`src/rtl/rgbled_rx.sv`:
```
`default_nettype none
// ============================================================================
// Module   : rgbled_rx
// Function : WS2812-style single-wire LED stream decoder (24-bit GRB words,
//            frame end on long low gap, protocol error detection)
// Revision : 1.0
// ============================================================================
module rgbled_rx #(
    parameter int MinHighCycles   = 4,
    parameter int OneThreshCycles = 18,
    parameter int MaxHighCycles   = 30,
    parameter int ResetCycles     = 1500,
    parameter int CntWidth        = 16
) (
    input  logic        clk_i,
    input  logic        rst_ni,
    input  logic        din_i,
    output logic [23:0] data_o,
    output logic        valid_o,
    output logic        frame_end_o,
    output logic [15:0] frame_words_o,
    output logic        err_o,
    output logic        locked_o
);

    typedef enum logic [1:0] {
        RESYNC = 2'd0,
        IDLE   = 2'd1,
        HIGH   = 2'd2,
        LOW    = 2'd3
    } state_t;

    localparam logic [CntWidth-1:0] MIN_HIGH   = CntWidth'(MinHighCycles);
    localparam logic [CntWidth-1:0] ONE_THRESH = CntWidth'(OneThreshCycles);
    localparam logic [CntWidth-1:0] MAX_HIGH   = CntWidth'(MaxHighCycles);
    localparam logic [CntWidth-1:0] RESET_LEN  = CntWidth'(ResetCycles);
    localparam logic [CntWidth-1:0] CNT_ONE    = CntWidth'(1);

    logic                s_meta;
    logic                s;
    state_t              state;
    state_t              state_nx;
    logic [CntWidth-1:0] cnt;
    logic [CntWidth-1:0] cnt_nx;
    logic [CntWidth-1:0] cnt_inc;
    logic [4:0]          bit_cnt;
    logic [4:0]          bit_cnt_nx;
    logic [4:0]          bit_cnt_inc;
    logic [23:0]         sreg;
    logic [23:0]         sreg_nx;
    logic [23:0]         shifted;
    logic [23:0]         data_nx;
    logic [15:0]         word_cnt;
    logic [15:0]         word_cnt_nx;
    logic [15:0]         word_inc;
    logic [15:0]         frame_words_nx;
    logic                valid_nx;
    logic                frame_end_nx;
    logic                err_nx;
    logic                locked_nx;

    assign cnt_inc     = (cnt == '1) ? cnt : cnt + CNT_ONE;
    assign bit_cnt_inc = bit_cnt + 5'd1;
    assign shifted     = {sreg[22:0], (cnt >= ONE_THRESH)};
    assign word_inc    = (word_cnt == 16'hFFFF) ? word_cnt : word_cnt + 16'd1;
    assign locked_nx   = (state_nx != RESYNC);

    always_comb begin
        state_nx       = state;
        cnt_nx         = cnt;
        bit_cnt_nx     = bit_cnt;
        sreg_nx        = sreg;
        word_cnt_nx    = word_cnt;
        data_nx        = data_o;
        frame_words_nx = frame_words_o;
        valid_nx       = 1'b0;
        frame_end_nx   = 1'b0;
        err_nx         = 1'b0;

        case (state)
            RESYNC: begin
                if (s) begin
                    cnt_nx = '0;
                end else begin
                    cnt_nx = cnt_inc;
                    if (cnt_inc >= RESET_LEN) begin
                        state_nx = IDLE;
                    end
                end
            end
            IDLE: begin
                if (s) begin
                    state_nx = HIGH;
                    cnt_nx   = CNT_ONE;
                end
            end
            HIGH: begin
                if (s) begin
                    if (cnt_inc > MAX_HIGH) begin
                        err_nx      = 1'b1;
                        bit_cnt_nx  = '0;
                        sreg_nx     = '0;
                        word_cnt_nx = '0;
                        cnt_nx      = '0;
                        state_nx    = RESYNC;
                    end else begin
                        cnt_nx = cnt_inc;
                    end
                end else if (cnt < MIN_HIGH) begin
                    err_nx      = 1'b1;
                    bit_cnt_nx  = '0;
                    sreg_nx     = '0;
                    word_cnt_nx = '0;
                    cnt_nx      = '0;
                    state_nx    = RESYNC;
                end else begin
                    sreg_nx = shifted;
                    if (bit_cnt_inc == 5'd24) begin
                        data_nx     = shifted;
                        valid_nx    = 1'b1;
                        word_cnt_nx = word_inc;
                        bit_cnt_nx  = '0;
                    end else begin
                        bit_cnt_nx = bit_cnt_inc;
                    end
                    cnt_nx   = CNT_ONE;
                    state_nx = LOW;
                end
            end
            LOW: begin
                if (s) begin
                    cnt_nx   = CNT_ONE;
                    state_nx = HIGH;
                end else begin
                    cnt_nx = cnt_inc;
                    if (cnt_inc >= RESET_LEN) begin
                        frame_end_nx   = 1'b1;
                        frame_words_nx = word_cnt;
                        word_cnt_nx    = '0;
                        // A gap in the middle of a word truncates it.
                        if (bit_cnt != 5'd0) begin
                            err_nx     = 1'b1;
                            bit_cnt_nx = '0;
                            sreg_nx    = '0;
                        end
                        state_nx = IDLE;
                    end
                end
            end
            default: begin
                state_nx = RESYNC;
                cnt_nx   = '0;
            end
        endcase
    end

    always_ff @(posedge clk_i or negedge rst_ni) begin
        if (!rst_ni) begin
            s_meta        <= 1'b0;
            s             <= 1'b0;
            state         <= RESYNC;
            cnt           <= '0;
            bit_cnt       <= '0;
            sreg          <= '0;
            word_cnt      <= '0;
            data_o        <= '0;
            valid_o       <= 1'b0;
            frame_end_o   <= 1'b0;
            frame_words_o <= '0;
            err_o         <= 1'b0;
            locked_o      <= 1'b0;
        end else begin
            s_meta        <= din_i;
            s             <= s_meta;
            state         <= state_nx;
            cnt           <= cnt_nx;
            bit_cnt       <= bit_cnt_nx;
            sreg          <= sreg_nx;
            word_cnt      <= word_cnt_nx;
            data_o        <= data_nx;
            valid_o       <= valid_nx;
            frame_end_o   <= frame_end_nx;
            frame_words_o <= frame_words_nx;
            err_o         <= err_nx;
            locked_o      <= locked_nx;
        end
    end

endmodule
`default_nettype wire

```
`config.mk`:
```
export PLATFORM = sky130hd
export DESIGN_NAME = rgbled_rx
export DESIGN_NICKNAME = d
export VERILOG_FILES = /design/src/rtl/rgbled_rx.sv
export SDC_FILE = /design/constraint.sdc
export NUM_CORES = 1
export LEC_CHECK = 0
export ABC_AREA = 1
export CAP_MARGIN = 5
export CORE_MARGIN = 2
export CORE_UTILIZATION = 50
export CTS_CLUSTER_DIAMETER = 120
export DETAILED_ROUTE_END_ITERATION = 6
export DONT_BUFFER_PORTS = 1
export GPL_ROUTABILITY_DRIVEN = 1
export REMOVE_ABC_BUFFERS = 1
export SLEW_MARGIN = 20
export SYNTH_ARGS = -nofsm -noshare
export SYNTH_HDL_FRONTEND = slang
export SYNTH_SLANG_ARGS = --single-unit
```
`constraint.sdc`:
```
create_clock -name clk_i -period 3.2 [get_ports clk_i]
set_input_delay 0.64 -clock clk_i [delete_from_list [all_inputs] [get_ports clk_i]]
set_output_delay 0.64 -clock clk_i [all_outputs]
set_load 0.05 [all_outputs]
```
==> run_results.csv, run 1 <==
group,metric,value,unit
run_status,status,"finished, final reports clean",
timing,post-route-period-util,83.4,%
timing,drv_slew,0,
layout,final_core_util,54.0,%
place,io_buffers,0,
clocking,insertion_delay,350,ps
clocking,cts_tree,"built",
route,vias,4713,
synthesis,synth_area_leader_cell,"dfrtp_1",
route,detail_route.wl_per_cell,14.6,um
power,p_leak,2.99,nW
timing,fin_crit,2670,ps
route,vias_per_cell,5.32,
place,gp_congestion,0.947,
global_route,grt_usage,22.1,%
setup_path,path_cells,"ha_1 -> nand2_1 -> nor2_4 -> nand2_4 -> nor2_4 -> inv_2 -> nand2_1 -> nand2_1 -> nor2_1 -> nand3_1 -> nand2_4 -> nand2_8 -> nand2_8 -> nand2_4 -> nand2_1 -> nand2_1",
setup_path,worstPathRequired,3440,ps
synthesis,ys_seq_area_share,46.4,%
route,dr.pass1.iters,4,
clocking,clk_pin_slew,70,ps
layout,drive_gt1_share,8.21,%
synthesis,synth_cell_type_count,37,
setup_path,crit_path_top_delay_cell,"dfrtp_1",
setup_path,cp-start-kind,"flip-flop",
power,ir_worst_vdd,0.320,mV
timing,tns,0,ps
setup_path,crit_path_frequent_cell,"nand2_1",
route,routed_wl,12900,um
timing,max_freq,0.375,GHz
clocking,cts_sinks,108,
layout,stdcell_count,886,
layout,areaGrowthSynthToFinish,5.57,%
setup_path,crit_type,"flip-flop to flip-flop",
global_route,grt_overflow,0,
floorplan,die-area,12500,um^2
clocking,numCtsBuffers,9,
global_route,antenna_found_initial,0,
global_route,grt_pass1_vias,4562,
floorplan,num_rows,39,
route,ant_nets,0,
route,drtIter0Drc,361,
synthesis,avgSynthCellArea,7.74,um^2
layout,antenna_cells,0,
timing,rsz0062_at_grt,"false",
setup_path,slowest_delay,470,ps
synthesis,netlist_area,5820,um^2
power,p_per_area,406,nW/um^2
clocking,cts_resized,0,
clocking,hold_buffers,1,
setup_path,cp_max_fo,18,
place,dp_cells,870,
synthesis,ys_seq_elements,108,
synthesis,netlist_instances,752,
layout,fin_nets,747,
synthesis,yosys.area.top_type_share,46.4,%
timing,worst_hold_slack,207,ps
timing,setup_viol,0,
floorplan,die_x,112,um
floorplan,start_util,51.2,%
timing,skew,7.95,ps
global_route,grt_max_degree,109,
timing,worstMarginPinSlew,556,ps
clocking,root_buffer,"clkbuf_16",
route,drc_errors,0,
synthesis,ys_warn_count,0,
floorplan,die_h,112,um
place,placed_cell_area,5850,um^2
timing,slew_headroom,62.9,%
flow_run,cap_violations,0,
clocking,clock_tree.htree_level_count,3,
global_route,grt_pass1_wl,22300,um
layout,stdcell_area,6140,um^2
clocking,post_cts.repair.setup_buffers,0,
floorplan,num_io_pins,47,
place,dp_hpwl,8780,um
synthesis,synth.area.top_cells,"dfrtp_1 46%, nand2_1 14%, nand3_1 6.3%",
floorplan,core_area,11400,um^2
timing,finalHoldViolCount,0,
clocking,clk_path_buf_depth,2,
setup_path,crit_arrival,2910,ps
setup_path,end_kind,"flip-flop",
min_path,hold_path_class,"input pin to asynchronous set/reset pin",
worst paths after layout:
path                                    start                      end  slack (ps)  cells past startpoint
max                        cnt[0]$_DFFE_PN0P_  word_cnt[0]$_DFFE_PN0P_         530                     16
min in group clk_i                      din_i         s_meta$_DFF_PN0_         310                      0
max in group asynchronous              rst_ni  word_cnt[8]$_DFFE_PN0P_        2550                      1
max reg2reg                cnt[0]$_DFFE_PN0P_  word_cnt[0]$_DFFE_PN0P_         530                     16
min reg2reg                  s_meta$_DFF_PN0_              s$_DFF_PN0_         390                      0
min                                    rst_ni      cnt[12]$_DFFE_PN0P_         210                      1
per-layer routing:
layer | up-vias | wire, um | global-route usage, %
met3 | 14 | 405 | 3.54
met4 | 0 | 199 | 8.23
met2 | 82 | 6170 | 35.2
met5 | - | 0 | 0
met1 | 2226 | 6150 | 30.7
li1 | 2391 | - | -
cells in the final DEF, fill, tap and decap left out, types with 11 or more instances in the layout:
cell     count
nand3_1     73
nand2_2     13
inv_1       73
nand4_1     14
nor2_1      77
o21ai_0     54
nand3_2     11
nand2_1    224
dfrtp_1    108
where the power goes:
| group | leakage, nW | total, mW | internal (mW) | switching [mW] |
|---|---|---|---|---|
| clock | 0.136 | 1.04 | 0.545 | 0.499 |
| combinational | 1.35 | 0.0737 | 0.0157 | 0.0580 |
| sequential | 1.50 | 1.38 | 1.37 | 0.00828 |
| total | 2.99 | 2.49 | 1.93 | 0.566 |
worst max-delay path: cells and delay by family (launching register included):
kind,cells,cell delay [ps]
fa+ha+maj,1,250
buf+inv,1,130
flops,1,470
simple gates,14,1680
flip-flops by register name, indices dropped and copies added (netlist names), 2 cells and up:
name and flops:
bit_cnt 5, cnt 16, data_o 24, frame_words_o 16, sreg 23, state 2
word_cnt 16
area by class of cell:
class	instances	area, um^2
Clock inverter	4	23.8
Inverter	75	284
Multi-Input combinational cell	538	2640
Clock buffer	11	243
Timing Repair Buffer	7	72.6
Sequential cell	108	2700
Tap cell	143	179
Fill cell	1105	5230
logic make-up (layout without fill, tap and decap cells):
kind of cell               after synthesis  after routing  share of synthesized area (%)
AOI/OAI and AO/OA                       71             71                           6.49
xor gates and xnor gates                14             14                           2.11
adders and majority gates                5              5                           1.07
buffers and inverters                  106             97                           8.21
DFF                                    108            108                           46.4
and+or+nand+nor                        448            448                           35.7
synthesized netlist by cell type:
cell type	number
a21boi_0	1
a21o_1	2
a21oi_1	4
a31oi_1	2
and3_1	1
buf_2	7
buf_4	2
buf_6	8
clkbuf_1	13
clkbuf_2	1
dfrtp_1	108
ha_1	5
inv_1	73
inv_2	1
inv_4	1
nand2_1	224
nand2_2	13
nand2_4	4
nand2_8	2
nand3_1	73
nand3_2	11
nand3_4	1
nand4_1	14
nor2_1	77
nor2_2	2
nor2_4	3
nor2_8	1
nor3_1	10
nor3b_1	2
nor4_1	9
o21ai_0	54
o21bai_1	1
o22ai_1	6
o31ai_1	1
or2_2	1
xnor2_1	4
xor2_1	10
through the flow:
| step | total power, mW | setup slack [ps] |
|---|---|---|
| 2_1_floorplan | 1.43 | 449 |
| 3_3_place_gp | 1.45 | 563 |
| 3_5_place_dp | 1.45 | 542 |
| 4_1_cts | 2.52 | 527 |
| 5_1_grt | 2.58 | 213 |
| 6_report | 2.49 | 531 |
No activity file was read; power rests on OpenSTA's default activity.
==> run 2: changes to the inputs <==
--- a/config.mk
+++ b/config.mk
@@ -13,6 +13,7 @@
 export DETAILED_ROUTE_END_ITERATION = 6
 export DONT_BUFFER_PORTS = 1
 export GPL_ROUTABILITY_DRIVEN = 1
+export PLACE_DENSITY = 0.68
 export REMOVE_ABC_BUFFERS = 1
 export SLEW_MARGIN = 20
 export SYNTH_ARGS = -nofsm -noshare
==> constraint.sdc (replaced) <==
create_clock -name clk_i -period 2.16 [get_ports clk_i]
set_input_delay 0.432 -clock clk_i [delete_from_list [all_inputs] [get_ports clk_i]]
set_output_delay 0.432 -clock clk_i [all_outputs]
set_load 0.05 [all_outputs]
==> run 2 against run 1 <==
Effect of this change:
- the run now ends with negative hold slack, negative setup slack left
- die area unchanged
- critical endpoint is now sreg[20]$_DFFE_PN0P_
- clock-buffer cell count unchanged
- final area increased by 25%
- clock skew increased by 4.0 ps
- wire length increased by 24%
- critical path type unchanged
- largest power group unchanged
==> run_results.csv, run 2 (synthesized netlist as in run 1, its figures left out) <==
group,metric,value,unit
setup_path,cp-endpoint,"sreg[20]$_DFFE_PN0P_",
run_status,violations,"negative hold slack, negative setup slack",
floorplan,num_io_pins,47,
setup_path,reg2reg_to,"sreg[20]$_DFFE_PN0P_",
route,dr.pass1.iters,5,
layout,largest_register_ffs,24,
global_route,grt_pass1_vias,5130,
layout,fin_nets,854,
floorplan,core_area,11400,um^2
setup_path,end_kind,"flip-flop",
timing,fin_crit,2410,ps
clocking,clk_path_buf_depth,2,
power,p_per_area,527,nW/um^2
timing,layout_setup_ws,-245,ps
run_status,status,"finished, violations left",
route,drc_errors,0,
timing,drv_slew,0,
layout,registers.top_by_ff_count,"data_o",
place,gp_congestion,0.949,
power,ir_worst_vdd,0.607,mV
timing,finalHoldViolCount,108,
clocking,cts_sinks,108,
floorplan,start_util,51.2,%
floorplan,num_rows,39,
layout,drive_gt1_share,28.4,%
timing,max_freq,0.416,GHz
layout,stdcell_count,994,
clocking,insertion_delay,360,ps
layout,final_common_cell,"nand2_1",
route,vias_per_cell,5.42,
timing,slew_headroom,61.3,%
layout,antenna_cells,0,
clocking,cts_tree,"built",
setup_path,crit_type,"flip-flop to flip-flop",
clocking,clk_pin_slew,70,ps
global_route,grt_usage,24.8,%
setup_path,crit_path_start,"cnt[1]$_DFFE_PN0P_",
route,ant_nets,0,
route,vias,5388,
global_route,antenna_found_initial,0,
place,io_buffers,0,
power,p_leak,3.78,nW
layout,reg_top3,"data_o (24), sreg (23)",
route,detail_route.wl_per_cell,16.2,um
clocking,clock_tree.htree_level_count,3,
layout,layout_common_cells,"202 x nand2_1, 106 x dfrtp_1, 78 x buf_4",
setup_path,r2r_cells,16,
layout,final_core_util,67.5,%
global_route,grt_pass1_wl,25000,um
timing,worst_hold_slack,-236,ps
route,routed_wl,16100,um
layout,areaGrowthSynthToFinish,31.9,%
flow_run,cap_violations,0,
timing,worstMarginPinSlew,579,ps
setup_path,worstPathRequired,2400,ps
place,dp_cells,943,
global_route,grt_max_degree,109,
setup_path,cp-start-kind,"flip-flop",
place,dp_hpwl,9480,um
setup_path,cp_max_fo,7,
setup_path,reg2reg_slack,-250,ps
timing,setup_viol,87,
min_path,hold_path_class,"input pin to asynchronous set/reset pin",
floorplan,die_x,112,um
clocking,root_buffer,"clkbuf_16",
timing,post-route-period-util,111,%
floorplan,die_h,112,um
route,drtIter0Drc,326,
clocking,numCtsBuffers,9,
global_route,grt_overflow,0,
timing,rsz0062_at_grt,"true",
timing,skew,12.0,ps
setup_path,crit_arrival,2640,ps
floorplan,die-area,12500,um^2
setup_path,r2r-start,"cnt[1]$_DFFE_PN0P_",
[run 2: what timing repair did]
action	4_1_cts	5_1_grt
resized for setup	65	62
pin swaps	21	24
cloned	8	7
endpoints found under the setup margin	101	104
endpoints found under the hold margin	108	108
buffers inserted	14	6
[run 2: how the worst min path moves through the flow]
| stage | endpoint | slack, ps | cells after the start |
|---|---|---|---|
| 5_1_grt | cnt[3]$_DFFE_PN0P_ | -250 | 0 |
| 3_5_place_dp | cnt[11]$_DFFE_PN0P_ | 140 | 0 |
| 4_1_cts | locked_o$_DFF_PN0_ | -250 | 0 |
| 3_3_place_gp | cnt[11]$_DFFE_PN0P_ | 140 | 0 |
| 2_1_floorplan | bit_cnt[0]$_DFFE_PN0P_ | 140 | 0 |
| 6_report | cnt[12]$_DFFE_PN0P_ | -240 | 0 |
[run 2: power by group]
group          switching [mW]  total [mW]  internal (mW)
Sequential             0.0122        2.04           2.03
Clock                   0.776        1.87           1.09
Combinational          0.0774       0.141         0.0638
[run 2: layer usage]
layer / share of wire, % / global-route usage [%]
met5: 0 / 0
met4: 1.9 / 8.48
met3: 4.5 / 4.35
met2: 51 / 41.5
met1: 42 / 32.6
[run 2: metrics by stage]
stage	setup WS [ps]	total power, mW	hold slack, ps	TNS, ps	cell area, um^2
after global routing	-387	4.16	-251	-25200	7680
after global placement	-286	2.18	140	-17690	6500
after floorplan	-591	2.12	136	-21090	5630
final	-245	4.05	-236	-11190	7680
after detailed placement	-343	2.18	140	-21120	6500
after CTS	-134	4.06	-251	-7480	7300
[run 2: worst max-delay path, cell delays in order, from the launching register on]
cell and delay, ps:
dfrtp_1 410, ha_4 170, nand2_4 50, nor2_4 130, nand2_4 70, nor2_4 130, buf_6 150, nor2_4 40
nor2_2 120, nand2_2 90, nor2_2 130, inv_1 50, nand4_1 140, nand2_4 180, clkbuf_16 240, nand3_2 60
nand2_1 80
[run 2: area by class of cell]
class                           count  area, um^2
Clock inverter                      5        88.8
Timing Repair Buffer              109        1160
Multi-Input combinational cell    541        2990
Timing Repair inverter              2        10.0
Inverter                           75         294
Fill cell                         936        3690
Sequential cell                   108        2710
Clock buffer                       11         253
Tap cell                          143         179
